File: src/rtl/scv_pkg.sv
// Shared types for the SCV host-input path: merged HMI state, key-matrix
// row numbers and the pause FSM state encoding.
// Latency: n/a (types only). Backpressure: n/a.
package scv_pkg;

  // One controller. With this packing, bit 0 is r and bit 5 is t2.
  // That is the column order of the key matrix, so a joy_t drops
  // straight into a row.
  typedef struct packed {
    logic t2;
    logic t1;
    logic u;
    logic d;
    logic l;
    logic r;
  } joy_t;

  // Merged joystick/keyboard state from the host-input merge logic.
  typedef struct packed {
    logic       pause;
    logic       en;
    logic       cl;
    logic [9:0] num;
    joy_t       c2;
    joy_t       c1;
  } hmi_t;

  // Matrix row numbers; a row is selected by driving PA[row] low.
  localparam int KEYROW_C1   = 0;
  localparam int KEYROW_C2   = 1;
  localparam int KEYROW_NUM  = 2;
  localparam int KEYROW_MISC = 3;

  typedef enum logic [1:0] {
    IDLE,
    ASSERT,
    HOLD
  } pause_state_t;

  // Controller row: bits 0..5 = {r, l, d, u, t1, t2}, bits 6..7 unused.
  function automatic logic [7:0] joy_row(joy_t j);
    return {2'b00, j};
  endfunction

  // Misc row: bits 0..3 = {num[8], num[9], cl, en}.
  function automatic logic [7:0] misc_row(hmi_t h);
    return {4'b0000, h.en, h.cl, h.num[9], h.num[8]};
  endfunction

endpackage

File: src/rtl/hmi_autofire.sv
// Autofire gate for one trigger: frame counter plus phase bit.
// Latency: phase updates on the snapshot edge. Backpressure: none.
// Ports: clk_i/rst_ni (sync, active-low); sample_i = snapshot strobe (VBL);
//   count_i = first cycle of a VBL pulse; old_i/new_i = trigger in the
//   snapshot before and after this edge; phase_o = 1 while autofire lets
//   the trigger through.
// Only built when SCV_AUTOFIRE_EN is defined. Without it the top level has
// no instance, so no module is left unused.
`ifdef SCV_AUTOFIRE_EN
module hmi_autofire #(
  parameter int FRAMES = 3
) (
  input  logic clk_i,
  input  logic rst_ni,
  input  logic sample_i,
  input  logic count_i,
  input  logic old_i,
  input  logic new_i,
  output logic phase_o
);

  localparam logic [3:0] LAST = 4'(FRAMES - 1);

  logic [3:0] cnt_q;
  logic       phase_q;

  always_ff @(posedge clk_i) begin
    if (!rst_ni) begin
      cnt_q   <= '0;
      phase_q <= 1'b0;
    end else if (sample_i) begin
      if (!new_i) begin
        // Released: idle with the phase low.
        cnt_q   <= '0;
        phase_q <= 1'b0;
      end else if (!old_i) begin
        // A fresh press always shows as pressed in its first frame.
        cnt_q   <= '0;
        phase_q <= 1'b1;
      end else if (count_i) begin
        // Held: count frames only once per VBL pulse, even if VBL is
        // held for several cycles.
        if (cnt_q == LAST) begin
          cnt_q   <= '0;
          phase_q <= ~phase_q;
        end else begin
          cnt_q <= cnt_q + 4'd1;
        end
      end
    end
  end

  assign phase_o = phase_q;

endmodule
`endif

File: src/rtl/hmi_scan.sv
// SCV key-matrix scanner: per-frame HMI snapshot, autofire, registered
// row/column read, and a one-shot pause request.
// Latency: PB 1 cycle after PA/snapshot; PAUSE_REQ 1 cycle after pause edge.
// Backpressure: none; the CPU port is read every cycle.
// Ports: CLK_SYS clock; RESB sync active-low reset; HMI_IN live input;
//   VBL frame strobe; AUTOFIRE per-trigger enables {c2.t2,c2.t1,c1.t2,c1.t1};
//   PA row select (active-low); PB column data (active-low);
//   PAUSE_REQ pause pulse.
// Optional feature: SCV_AUTOFIRE_EN compiles in the autofire gates. Without
// it, AUTOFIRE is ignored and triggers come straight from the snapshot.
module hmi_scan
  import scv_pkg::*;
#(
  parameter int AUTOFIRE_FRAMES = 3,
  parameter int PAUSE_PULSE     = 16
) (
  input  logic       CLK_SYS,
  input  logic       RESB,
  input  hmi_t       HMI_IN,
  input  logic       VBL,
  input  logic [3:0] AUTOFIRE,
  input  logic [7:0] PA,
  output logic [7:0] PB,
  output logic       PAUSE_REQ
);

  localparam logic [7:0] PULSE_LEN = 8'(PAUSE_PULSE);

  hmi_t         snap_q;
  logic [7:0]   pb_q, pb_d;
  logic [3:0]   trig_gate;
  pause_state_t pstate_q;
  logic [7:0]   pcnt_q;
  logic         pause_req_q;
  logic         pause_prev_q;
  logic         unused_pa;

  // Snapshot: the CPU only ever sees this copy, so the matrix is frame-stable.
  always_ff @(posedge CLK_SYS) begin
    if (!RESB) begin
      snap_q <= '0;
    end else if (VBL) begin
      snap_q <= HMI_IN;
    end
  end

`ifdef SCV_AUTOFIRE_EN
  logic       vbl_q;
  logic       vbl_rise;
  logic [3:0] trig_old, trig_new, phase;

  always_ff @(posedge CLK_SYS) begin
    if (!RESB) begin
      vbl_q <= 1'b0;
    end else begin
      vbl_q <= VBL;
    end
  end

  assign vbl_rise = VBL & ~vbl_q;
  assign trig_old = {snap_q.c2.t2, snap_q.c2.t1, snap_q.c1.t2, snap_q.c1.t1};
  assign trig_new = {HMI_IN.c2.t2, HMI_IN.c2.t1, HMI_IN.c1.t2, HMI_IN.c1.t1};

  for (genvar i = 0; i < 4; i++) begin : g_af
    hmi_autofire #(
      .FRAMES(AUTOFIRE_FRAMES)
    ) u_af (
      .clk_i   (CLK_SYS),
      .rst_ni  (RESB),
      .sample_i(VBL),
      .count_i (vbl_rise),
      .old_i   (trig_old[i]),
      .new_i   (trig_new[i]),
      .phase_o (phase[i])
    );
  end

  // A trigger without autofire enabled passes whenever it is held.
  assign trig_gate = phase | ~AUTOFIRE;
`else
  logic unused_af;

  assign trig_gate = 4'hF;
  assign unused_af = ^{AUTOFIRE, 4'(AUTOFIRE_FRAMES)};
`endif

  // Rows 4..7 have no keys, so their select lines are never looked at.
  assign unused_pa = ^PA[7:4];

  // Matrix read: OR the selected rows, then invert onto the active-low bus.
  always_comb begin
    joy_t       c1_eff;
    joy_t       c2_eff;
    logic [7:0] acc;

    c1_eff    = snap_q.c1;
    c2_eff    = snap_q.c2;
    c1_eff.t1 = snap_q.c1.t1 & trig_gate[0];
    c1_eff.t2 = snap_q.c1.t2 & trig_gate[1];
    c2_eff.t1 = snap_q.c2.t1 & trig_gate[2];
    c2_eff.t2 = snap_q.c2.t2 & trig_gate[3];

    acc = 8'h00;
    if (!PA[KEYROW_C1])   acc = acc | joy_row(c1_eff);
    if (!PA[KEYROW_C2])   acc = acc | joy_row(c2_eff);
    if (!PA[KEYROW_NUM])  acc = acc | snap_q.num[7:0];
    if (!PA[KEYROW_MISC]) acc = acc | misc_row(snap_q);
    pb_d = ~acc;
  end

  always_ff @(posedge CLK_SYS) begin
    if (!RESB) begin
      pb_q <= 8'hFF;
    end else begin
      pb_q <= pb_d;
    end
  end

  // Pause: one fixed-length pulse per press. HOLD blocks retriggering
  // until the key is seen released in a later snapshot.
  always_ff @(posedge CLK_SYS) begin
    if (!RESB) begin
      pstate_q     <= IDLE;
      pcnt_q       <= '0;
      pause_req_q  <= 1'b0;
      pause_prev_q <= 1'b0;
    end else begin
      pause_prev_q <= snap_q.pause;
      case (pstate_q)
        IDLE: begin
          if (snap_q.pause && !pause_prev_q) begin
            pstate_q    <= ASSERT;
            pcnt_q      <= PULSE_LEN;
            pause_req_q <= 1'b1;
          end
        end
        ASSERT: begin
          if (pcnt_q == 8'd1) begin
            pstate_q    <= HOLD;
            pause_req_q <= 1'b0;
          end else begin
            pcnt_q <= pcnt_q - 8'd1;
          end
        end
        HOLD: begin
          if (!snap_q.pause) begin
            pstate_q <= IDLE;
          end
        end
        default: begin
          pstate_q    <= IDLE;
          pause_req_q <= 1'b0;
        end
      endcase
    end
  end

  assign PB        = pb_q;
  assign PAUSE_REQ = pause_req_q;

endmodule

File: config.mk
export PLATFORM = sky130hd
export DESIGN_NAME = hmi_scan
export DESIGN_NICKNAME = d
export VERILOG_FILES = /design/src/rtl/scv_pkg.sv /design/src/rtl/hmi_autofire.sv /design/src/rtl/hmi_scan.sv
export SDC_FILE = /design/constraint.sdc
export NUM_CORES = 1
export LEC_CHECK = 0
export CORE_ASPECT_RATIO = 0.9
export CORE_UTILIZATION = 43
export CTS_CLUSTER_DIAMETER = 200
export CTS_CLUSTER_SIZE = 8
export DETAILED_ROUTE_END_ITERATION = 7
export GPL_TIMING_DRIVEN = 0
export PLACE_DENSITY = 0.71
export SLEW_MARGIN = 40
export SYNTH_ARGS = -nofsm -noshare
export SYNTH_HDL_FRONTEND = slang
export SYNTH_SLANG_ARGS = --single-unit
File: constraint.sdc
create_clock -name CLK_SYS -period 1.9 [get_ports CLK_SYS]
set_input_delay 0.285 -clock CLK_SYS [delete_from_list [all_inputs] [get_ports CLK_SYS]]
set_output_delay 0.285 -clock CLK_SYS [all_outputs]
set_load 0.03 [all_outputs]
==> impl_results.md <==
* Leakage at 0.9900 nW
* Area taken by multi-input logic gates at 919.6 sq um
* Main synth FF type: dfxtp_1
* Final hold violation count at 0
* Synth Area per Inst at 9.502 sq um
* Slew HR at 45.09%
* MaxCap Viol Count at 0
* Register area at 905.9 sq um
* Syn Nets at 244
* Post-synth ARST share at 0%
* RSZ-0062 raised after global routing: no
* Initial core utilization at 45.87%
* Total track usage at 17.48%
* 1st-iter DRT viols at 66
* Worst EP required at 2080 ps
* Synth Instances at 202
* Crit path max fanout at 5
* #FFs+latches synth at 45
* Placed Area at 2375 sq um
* M1 GR Usage at 24.76%
* Filler cell count at 392
* Initial antenna violation count at 0
* Avg Vias per Cell at 4.849
* Routed WL at 3796 um
* Finished Cell Area at 2506 sq um
* Layout Utilization at 59.90%
* Synth warnings at 0
* Mapped Area at 1919 sq um
* Slew Viols, Final at 0
* Routed Antenna Nets at 0
* Final worst slack at 113.3 ps
* Slew @ Worst Pin at 816.1 ps
* Vias in the first global route at 1367
* Port bufs at 38
* Final #Nets at 293
* Pre-CTS WS at -7.198 ps
* Clk_lat worst skew at 290 ps
* Layout cells sized above 1 at 6.746%
* Gpl congestion at 0.8480
* Post-detail-place hpwl at 2834 um
* Top area cells in the synthesized netlist: dfxtp_1 (47%), mux2i_1 (14%), nor2b_1 (11%), inv_1 (4.5%), o22ai_1 (3.3%)
* Achievable Freq at 559.7 MHz
* Post-route minimum period at 1787 ps
* Total gr overflow at 0
* Most Crowded Layer GR: met2
* Die height at 65.38 um
* Residual DRC count at 0
* Distinct cell type count after synthesis at 33
* Vias at 1513
* CTS Hold Bufs at 0
* Post-synthesis sequential area ratio at 46.94%
* Crit path largest cell delay at 550 ps
* Die X at 72.43 um
* Htree depth at 2
* Post-route setup TNS at 0 ps
* Clk sinks at 45
* VDD IR max at 0.0005073 V
* Worst r2r path cells at 4
* CP Capture Type: register
* Largest net degree at the start of global routing at 14
* WL/cell at 12.17 um
* Slowest cell on crit path: or4_4
* CTS root buf: clkbuf_8
* Worst Hold Class: in -> reg
* Critical Setup Path Class: reg -> reg
* Initial DRT Pass Iterations at 4
* Placed cells at 300
* Max Buffers Root-to-Sink at 2
* Clk slew on worst S/H paths at 80 ps
* Worst setup SP type: register
* CTS tree: built
* Core Rows at 22
* Grt met2 use at 26.52%
* Most frequent cells in the layout: dfxtp_1 (43), clkdlybuf4s50_1 (38), nor2b_1 (33)
* Die ar. at 4735 sq um
* CP arrival at 1970 ps
* Setup violations, final at 0
* Status: finished clean
* Post-Layout Cell Count at 312
* Cell count of the worst hold path at 2
* Crit-path cells: or4_4 > o31a_1 > a311o_1 > and3_1
* Post-synth EDFFs at 0
* Final hold slack at 358.2 ps
* Synth area leader: dfxtp_1
* Pwr dens at 800.1 nW/um^2
* Total power at 2.005 mW
* Met3 Usage GRT at 4.294%
* # IOs at 49
* Area Overhead vs Synth at 30.57%
* Std-Cell Core Area at 4184 sq um
* Final period util at 94.03%
* Top cell type's share of synthesized area at 46.94%
* Clock skew at 3.698 ps
* Diode count at 0
* Total CTS buffers at 5
* First-pass GRT wire length at 6327 um
* Commonest non-fill, non-tap cell in the layout: dfxtp_1
==> synthesized netlist by cell type, drive strengths merged, types with 2 or more instances <==
master / instances
clkbuf: 7
nor3: 2
o21ai: 9
or3: 2
dfxtp: 45
ha: 2
a21oi: 5
nor2: 6
inv: 23
and2: 3
o22ai: 10
nand3b: 2
nand2b: 2
mux2i: 27
nor2b: 33
nand2: 6
a2111oi: 2
==> flip-flops by register name (all words and copies together), names as in the netlist <==
| register | cells |
|---|---|
| pause_prev_q | 1 |
| pstate_q | 2 |
| PAUSE_REQ | 1 |
| snap_q | 25 |
| PB | 8 |
| pcnt_q | 8 |
==> logic make-up (layout without fill, tap and decap cells) <==
logic type | count (synthesis) | count (layout) | synth area share (%)
flip-flops | 45 | 45 | 46.94
multiplexers | 27 | 27 | 14.08
AO/OA/AOI/OAI | 33 | 33 | 11.08
AND/OR/NAND/NOR | 64 | 64 | 20.27
XOR/XNOR | 1 | 1 | 0.4564
buffers and inverters | 30 | 80 | 5.867
adder cells (fa/ha/maj) | 2 | 2 | 1.304
==> worst paths after layout <==
path	startpoint	endpoint	slack (ps)
worst min register to register	snap_q[18]	PB[6]	380
worst min-delay path	RESB	PB[5]	360
worst max register to register	pcnt_q[2]	pcnt_q[4]	110
worst max-delay path	pcnt_q[2]	pcnt_q[4]	110
==> area by class of cell <==
type,instances,share of cell area (%)
multi-input combinational,127,36.70
sequential,45,36.15
timing repair buffer,42,16.38
inverter,23,3.445
tap,60,2.996
clock buffer,6,2.896
buffer,7,1.048
clock inverter,2,0.3994
==> worst max-delay path, delay by kind of cell, from the launching register on <==
family | cells | cell delay, ps
DFF | 1 | 360
AOI/OAI and AO/OA | 2 | 600
and+or+nand+nor | 2 | 720
==> layer usage <==
metal / wire [um] / up-vias
met5: 0 / -
met4: 0 / 0
met3: 139 / 0
met2: 1647 / 30
met1: 2010 / 700
li1: - / 783
==> power by group <==
part	internal (mW)	switching, mW	total [mW]
Clock	0.255	0.306	0.561
Combinational	0.208	0.180	0.388
Sequential	1.01	0.0469	1.06
Total	1.47	0.533	2.01
==> what timing repair did <==
action,4_1_cts,5_1_grt
setup endpoints to repair,1,4
pin swaps,1,2
gates resized for setup,0,7
buffers inserted,0,4
(Power assumes the default switching activity.)
